`src/rtl/fb_loop_sequencer.sv`:
```
// fb_loop_sequencer: lock-acquisition sequencer for the gyro closed-loop feedback step generator
//   i_clk, i_rst_n        clock, asynchronous active-low reset
//   i_start               level enable, low forces IDLE
//   i_trig                one-cycle loop-update strobe
//   i_err                 signed demodulated error
//   i_const_step          open-loop step, latched on CONST entry
//   i_const_cnt           triggers spent in CONST (0 skips CONST)
//   i_gain_start/final    coarse/fine shift index
//   i_settle_thr/cnt      settle magnitude threshold and consecutive good triggers per gain step
//   i_fault_thr/cnt       fault magnitude threshold and consecutive bad triggers (0 disables)
//   o_fb_ON               0 off, 1 closed loop, 2 constant step
//   o_gain_sel            shift index
//   o_const_step          latched constant step
//   o_state               0 IDLE, 1 CONST, 2 ACQ, 3 LOCK, 4 FAULT
//   o_locked, o_fault     LOCK / FAULT flags
module fb_loop_sequencer #(
   parameter int ERR_W   = 32,
   parameter int GOOD_W  = 8,
   parameter int CONST_W = 16
) (
   input  logic                    i_clk,
   input  logic                    i_rst_n,
   input  logic                    i_start,
   input  logic                    i_trig,
   input  logic signed [ERR_W-1:0] i_err,
   input  logic signed [ERR_W-1:0] i_const_step,
   input  logic [CONST_W-1:0]      i_const_cnt,
   input  logic [3:0]              i_gain_start,
   input  logic [3:0]              i_gain_final,
   input  logic [ERR_W-1:0]        i_settle_thr,
   input  logic [GOOD_W-1:0]       i_settle_cnt,
   input  logic [ERR_W-1:0]        i_fault_thr,
   input  logic [GOOD_W-1:0]       i_fault_cnt,
   output logic [31:0]             o_fb_ON,
   output logic [3:0]              o_gain_sel,
   output logic signed [ERR_W-1:0] o_const_step,
   output logic [2:0]              o_state,
   output logic                    o_locked,
   output logic                    o_fault
);
   typedef enum logic [2:0] {IDLE = 3'd0, CONST = 3'd1, ACQ = 3'd2, LOCK = 3'd3, FAULT = 3'd4} state_t;
   localparam logic [ERR_W-1:0] MIN_NEG = {1'b1, {(ERR_W-1){1'b0}}};
   state_t state;
   logic [CONST_W-1:0] const_cnt, const_nxt;
   logic [GOOD_W-1:0] good_cnt, bad_cnt, good_nxt, bad_nxt, settle;
   logic [ERR_W-1:0] mag;
   logic good, bad;
   assign o_state = state;
   // the most negative error has no positive twin, so it saturates to the largest positive magnitude
   always_comb begin
      mag = i_err == MIN_NEG ? ~MIN_NEG : i_err[ERR_W-1] ? -i_err : i_err;
      good = mag < i_settle_thr;
      bad = mag > i_fault_thr;
      const_nxt = &const_cnt ? const_cnt : const_cnt + 1'b1;
      good_nxt = !good ? '0 : &good_cnt ? good_cnt : good_cnt + 1'b1;
      bad_nxt = !bad ? '0 : &bad_cnt ? bad_cnt : bad_cnt + 1'b1;
      settle = i_settle_cnt == '0 ? GOOD_W'(1) : i_settle_cnt;
   end
   always_ff @(posedge i_clk or negedge i_rst_n) begin
      if (!i_rst_n) begin
         state <= IDLE;
         const_cnt <= '0;
         good_cnt <= '0;
         bad_cnt <= '0;
         o_fb_ON <= '0;
         o_gain_sel <= 4'd5;
         o_const_step <= '0;
         o_locked <= 1'b0;
         o_fault <= 1'b0;
      end else if (!i_start) begin
         state <= IDLE;
         const_cnt <= '0;
         good_cnt <= '0;
         bad_cnt <= '0;
         o_fb_ON <= '0;
         o_gain_sel <= i_gain_start;
         o_locked <= 1'b0;
         o_fault <= 1'b0;
      end else begin
         case (state)
            IDLE: begin
               o_gain_sel <= i_gain_start;
               if (i_const_cnt != '0) begin
                  state <= CONST;
                  o_fb_ON <= 32'd2;
                  o_const_step <= i_const_step;
               end else begin
                  state <= ACQ;
                  o_fb_ON <= 32'd1;
               end
            end
            CONST: begin
               if (i_trig) begin
                  if (const_nxt >= i_const_cnt) begin
                     state <= ACQ;
                     o_fb_ON <= 32'd1;
                     const_cnt <= '0;
                  end else const_cnt <= const_nxt;
               end
            end
            ACQ: begin
               if (i_trig) begin
                  if (good_nxt >= settle) begin
                     good_cnt <= '0;
                     if (o_gain_sel < i_gain_final) o_gain_sel <= o_gain_sel + 4'd1;
                     else begin
                        state <= LOCK;
                        o_locked <= 1'b1;
                     end
                  end else good_cnt <= good_nxt;
               end
            end
            LOCK: begin
               if (i_trig) begin
                  if (i_fault_cnt != '0 && bad_nxt >= i_fault_cnt) begin
                     state <= FAULT;
                     o_fb_ON <= '0;
                     o_locked <= 1'b0;
                     o_fault <= 1'b1;
                     bad_cnt <= '0;
                  end else bad_cnt <= bad_nxt;
               end
            end
            FAULT: ;
            default: state <= IDLE;
         endcase
      end
   end
endmodule

```
`config.mk`:
```
export PLATFORM = sky130hd
export DESIGN_NAME = fb_loop_sequencer
export DESIGN_NICKNAME = d
export VERILOG_FILES = /design/src/rtl/fb_loop_sequencer.sv
export SDC_FILE = /design/constraint.sdc
export NUM_CORES = 1
export LEC_CHECK = 0
export CAP_MARGIN = 20
export CORE_MARGIN = 3
export CORE_UTILIZATION = 48
export DETAILED_ROUTE_END_ITERATION = 7
export GPL_TIMING_DRIVEN = 0
export PLACE_DENSITY = 0.83
export SLEW_MARGIN = 10
export SYNTH_ARGS = -nofsm -noshare
export SYNTH_HDL_FRONTEND = slang
export SYNTH_SLANG_ARGS = --single-unit
```
`constraint.sdc`:
```
create_clock -name i_clk -period 4.45 [get_ports i_clk]
set_input_delay 0.445 -clock i_clk [delete_from_list [all_inputs] [get_ports i_clk]]
set_output_delay 0.445 -clock i_clk [all_outputs]
set_load 0.005 [all_outputs]
```
# Word level (Yosys, flattened, before mapping)
# Index checks and enable logic that the tools add are counted.
[classes]
n_eq_ne = 22
order_cmp = 6
n_reduce_logical = 17
n_mux = 53
n_addsub = 5
[ops]
columns = ["op", "count"]
rows = [
  ["$mux 32", 7],
  ["$mux 8", 13],
  ["$pmux 32 s3", 1],
  ["$mux 16", 5],
  ["$eq 32x32->1 const B", 1],
  ["$gt 32x32->1", 1],
  ["$lt 32x32->1", 1],
  ["$neg 32->32", 1],
  ["$mux 3", 8],
  ["$ne 3x3->1 const B", 8],
  ["$reduce_and 8->1", 3],
  ["$add 16x1->16 const B", 1],
  ["$add 8x1->8 const B", 2],
  ["$ge 16x16->1", 1],
  ["$ge 8x8->1", 2],
  ["$mux 4", 4],
  ["$reduce_and 16->1", 1],
  ["$reduce_bool 16->1", 1],
  ["$pmux 3 s5", 1],
  ["$mux 1", 10],
  ["$ne 2x1->1 const B", 5],
  ["$logic_not 8->1", 1],
  ["$pmux 4 s2", 1],
  ["$reduce_bool 8->1", 1],
  ["other kinds (17)", 23],
]
[totals]
regBits = 105

# Logic depth before layout (Yosys ltp)
[logic_depth]
word_depth = 11
depth_mapped = 25
ltp_nobuf = 23

# Least setup slack after synthesis
# No wires, ideal clock.
[synth_timing]
path_kind = "in2reg"
startpoint = "in i_err[11]"
endpoint = "reg good_cnt[0]"
setup_ps = 83
path_stages = 23
arrival_ps = 6000
t_required_ps = 4367
slack_ps = -1633
path_cell_list = "or4_4 > or4_4 > or3_4 > or4_4 > o21ai_0 > mux2i_1 > ha_1 > a21oi_1 > o21ai_0 > a221oi_1 > o221ai_1 > or3_1 > buf_2 > nand2b_1 > ha_1 > nand2b_1 > a211o_1 > a21oi_1 > o211ai_1 > nor4_1 > buf_2 > a41oi_1 > o21ai_0"
[synth_between]
elab_chain_cells = 10
[synth_rtl]
columns = ["element", "line_no", "text"]
rows = [
  ["from (decl)", "25", "input logic signed [ERR_W-1:0] i_err,"],
  ["$neg 32->32", "51", "mag = i_err == MIN_NEG ? ~MIN_NEG : i_err[ERR_W-1] ? -i_err : i_err;"],
  ["$mux 32", "51", ""],
  ["$mux 32 *", "51", ""],
  ["$lt 32x32->1 *", "52", "good = mag < i_settle_thr;"],
  ["$mux 8 *", "55", "good_nxt = !good ? '0 : &good_cnt ? good_cnt : good_cnt + 1'b1;"],
  ["$ge 8x8->1", "103", "if (good_nxt >= settle) begin"],
  ["$mux 8 *", "103", ""],
  ["$mux 8 *", "102", "if (i_trig) begin"],
  ["$mux 8 *", "80", "case (state)"],
  ["$mux 8 *", "70", "end else if (!i_start) begin"],
  ["to (signal assigned)", "110", "end else good_cnt <= good_nxt;"],
  ["to (decl)", "45", "logic [GOOD_W-1:0] good_cnt, bad_cnt, good_nxt, bad_nxt, settle;"],
]
# Every way passes the cells marked *; elsewhere a longest branch is shown, timed or not. The select of a mux whose other input is x is not followed.
# A chain may end at the register's enable or synchronous reset.

# Worst setup path in the final report
[layout_timing]
startpoint = "in i_err[9]"
endpoint = "reg good_cnt[3]"
# The elaborated chain is that of the path after synthesis.

==> impl_metrics.ini <==
[run_status]
outcome = finished with violations
violations = setup timing

[final_layout]
layout.nets = 1486
area_delta_synth_final_pct = 51.9
finalCoreUtilization = 0.747
ff_latch_area_sq_um = 1880
final_cell_mix = clkdlybuf4s50_1 (196), inv_1 (111), ha_1 (96)
final_common_cell = clkdlybuf4s50_1
n_fill_cell = 1050
drive_above_1_share = 0.190
multi_input_area_sq_um = 5590

[logic_synthesis]
syn_avg_cell_area_sq_um = 8.18
async_reset_ff_frac = 1.00
synthDistinctLibCells = 65
yosys_register_bits = 75
ys_seq_area_frac = 0.250
synth_area_leaders = dfrtp_1 (24%), ha_1 (17%), inv_1 (5.6%)
yosysTopAreaCell = dfrtp_1
ys_warn_count = 0
ys.flop_type = dfrtp_1
netlist.area_leader.share = 0.243
synth_edf_count = 0
synthesis.area_sq_um = 7510
synth_cells = 918

[drt]
via_count = 7895
drt_wl_total_microns = 24800
vias_per_cell = 5.52
ant_nets = 0
firstDrtPassIters = 7
drc = 0
routedWlPerCell_microns = 17.3
drtIter0Drc = 611

[worst_setup_path]
cp_top_family = simple AND/OR/NAND/NOR gates
worstPathRequired_ns = 4.71
critPathLaunchType = input port
worst-r2r-cell-count = 16
cp_slowest_cell = or4_4
cp-end-kind = flip-flop
path_class = in -> reg
cp_max_fo = 5
cp.depth = 26
ff2ff_setup_slack_ns = 0.45
arrival_ns = 6.62
slowest_delay_ns = 0.53
crit_buf_inv = 6
path_common_cell = or4_4

[grt]
grt_usage = 0.263
grt_first_pass_wirelength_microns = 36300
grt_overflow = 0
grt_pass1_vias = 7582
antenna_found_initial = 2
grt_max_degree = 52

[clocking]
h-tree-depth = 3
numCtsBuffers = 9
postCtsHoldBufs = 0
cts.sinks = 75
root_buffer = clkbuf_16
cts_buffer_depth = 2
cts_tree = built
clock_latency_ns = 0.34
clkTransAtPathRegs_ns = 0.06

[die]
core_area_sq_um = 15300
dieArea_sq_um = 17200
rows = 45
ios = 245
die_x_microns = 131
start_util = 0.492
die_y_microns = 131

[power]
power.switching_mw = 0.992
vdd_drop_max_v = 0.000250
p_leak_nw = 5.42
p_clk_frac = 0.280
sw_frac_of_total = 0.302
seq_power_share = 0.296
power.density_nw_per_um2 = 288
intPower_mw = 2.29
combPwrFrac = 0.424

[sta]
tightest_slew_ns = 0.825
rsz0062_at_grt = yes
setup_violations = 27
hold_violations = 0
slew_headroom = 0.446
fmax_mhz = 157
finalCriticalPeriod_ns = 6.36
setup_ws_ns = -1.91
fin_skew_ns = 0.00718
final_max_slew_viol_count = 0
period_share = 1.43

[placed_design]
gp_congestion = 0.873
place_hpwl_microns = 17900
io_buffers = 214
dpl_worst_slack_ns = -3.13

[run]
drv_cap = 0

[hold_path]
hold_class = in -> async
## power by group through the flow
stage          Combinational (mW)  Sequential, mW  Clock [mW]
2_1_floorplan               0.575           0.976           0
3_3_place_gp                 1.24           0.964           0
3_5_place_dp                 1.27           0.973           0
4_1_cts                      1.34           0.967       0.922
5_1_grt                      1.52           0.990       0.953
6_report                     1.39           0.972       0.918
## per-layer routing
| layer | global-route usage | part of all wire | vias to the layer above |
|---|---|---|---|
| met3 | 0.0348 | 0.043 | 49 |
| met2 | 0.464 | 0.53 | 258 |
| li1 | - | - | 3801 |
| met1 | 0.331 | 0.40 | 3787 |
| met4 | 0.0901 | 0.028 | 0 |
| met5 | 0 | 0 | - |
## stage by stage
stage	TNS, ns	hold slack [ns]	cells	cell area, sq um	power, mW
final	-39.41	0.0289	1429	11400	3.28
after global routing	-43.95	0.0425	1429	11400	3.46
after CTS	-41.57	0.0316	1412	11000	3.23
after detailed placement	-69.07	0.387	1374	10200	2.24
after global placement	-68.10	0.474	1372	10200	2.20
after floorplan	-29.54	0.149	947	7750	1.55
## layout make-up
type | count | area share
plain buffers | 52 | 0.0296
diodes | 2 | 0.000439
repair buffers | 253 | 0.222
clock inverters | 6 | 0.0120
inverters | 112 | 0.0369
flip-flops and latches | 75 | 0.165
clock buffers | 10 | 0.0210
well taps | 211 | 0.0232
multi-input cells | 708 | 0.491
## registers in the layout, summed over array words and instances, names as in the netlist
signal	count
bad_cnt	8
const_cnt	16
good_cnt	8
o_const_step	32
o_fault	1
o_fb_ON	2
o_gain_sel	4
o_locked	1
o_state	3
## final timing paths
path	startpoint	endpoint
max	i_err[9]	good_cnt[3]
min	i_rst_n	const_cnt[15]
max reg2reg	const_cnt[9]	const_cnt[9]
min reg2reg	o_const_step[11]	o_const_step[11]
max in group asynchronous	i_rst_n	o_gain_sel[0]
min in group i_clk	o_const_step[11]	o_const_step[11]
## cell families (layout without fill, tap and decap cells)
| kind of cell | count (synthesis) | in the layout | synth area share |
|---|---|---|---|
| xor gates and xnor gates | 39 | 39 | 0.0455 |
| other | 1 | 32 | 0.000500 |
| DFF | 75 | 75 | 0.250 |
| buffers and inverters | 164 | 433 | 0.0983 |
| muxes | 42 | 42 | 0.0618 |
| adders and majority gates | 103 | 103 | 0.172 |
| and+or+nand+nor | 305 | 305 | 0.203 |
| AOI/OAI and AO/OA | 189 | 189 | 0.169 |
## cells in the mapped netlist (all sizes together), types with 18 or more instances
cell and instances:
a21oi 38, buf 33, clkbuf 19, dfrtp 73, ha 103, inv 112, mux2 35, nand2 84
nand3 40, nand4 18, nor2 60, nor3 19, o21ai 47, xor2 24
## timing repair
action | in CTS | in global routing
gates resized for setup | 69 | 64
gates cloned | 2 | 0
pin swaps | 45 | 44
buffers inserted | 21 | 17
endpoints found under the setup margin | 27 | 30
(Power assumes the default switching activity.)
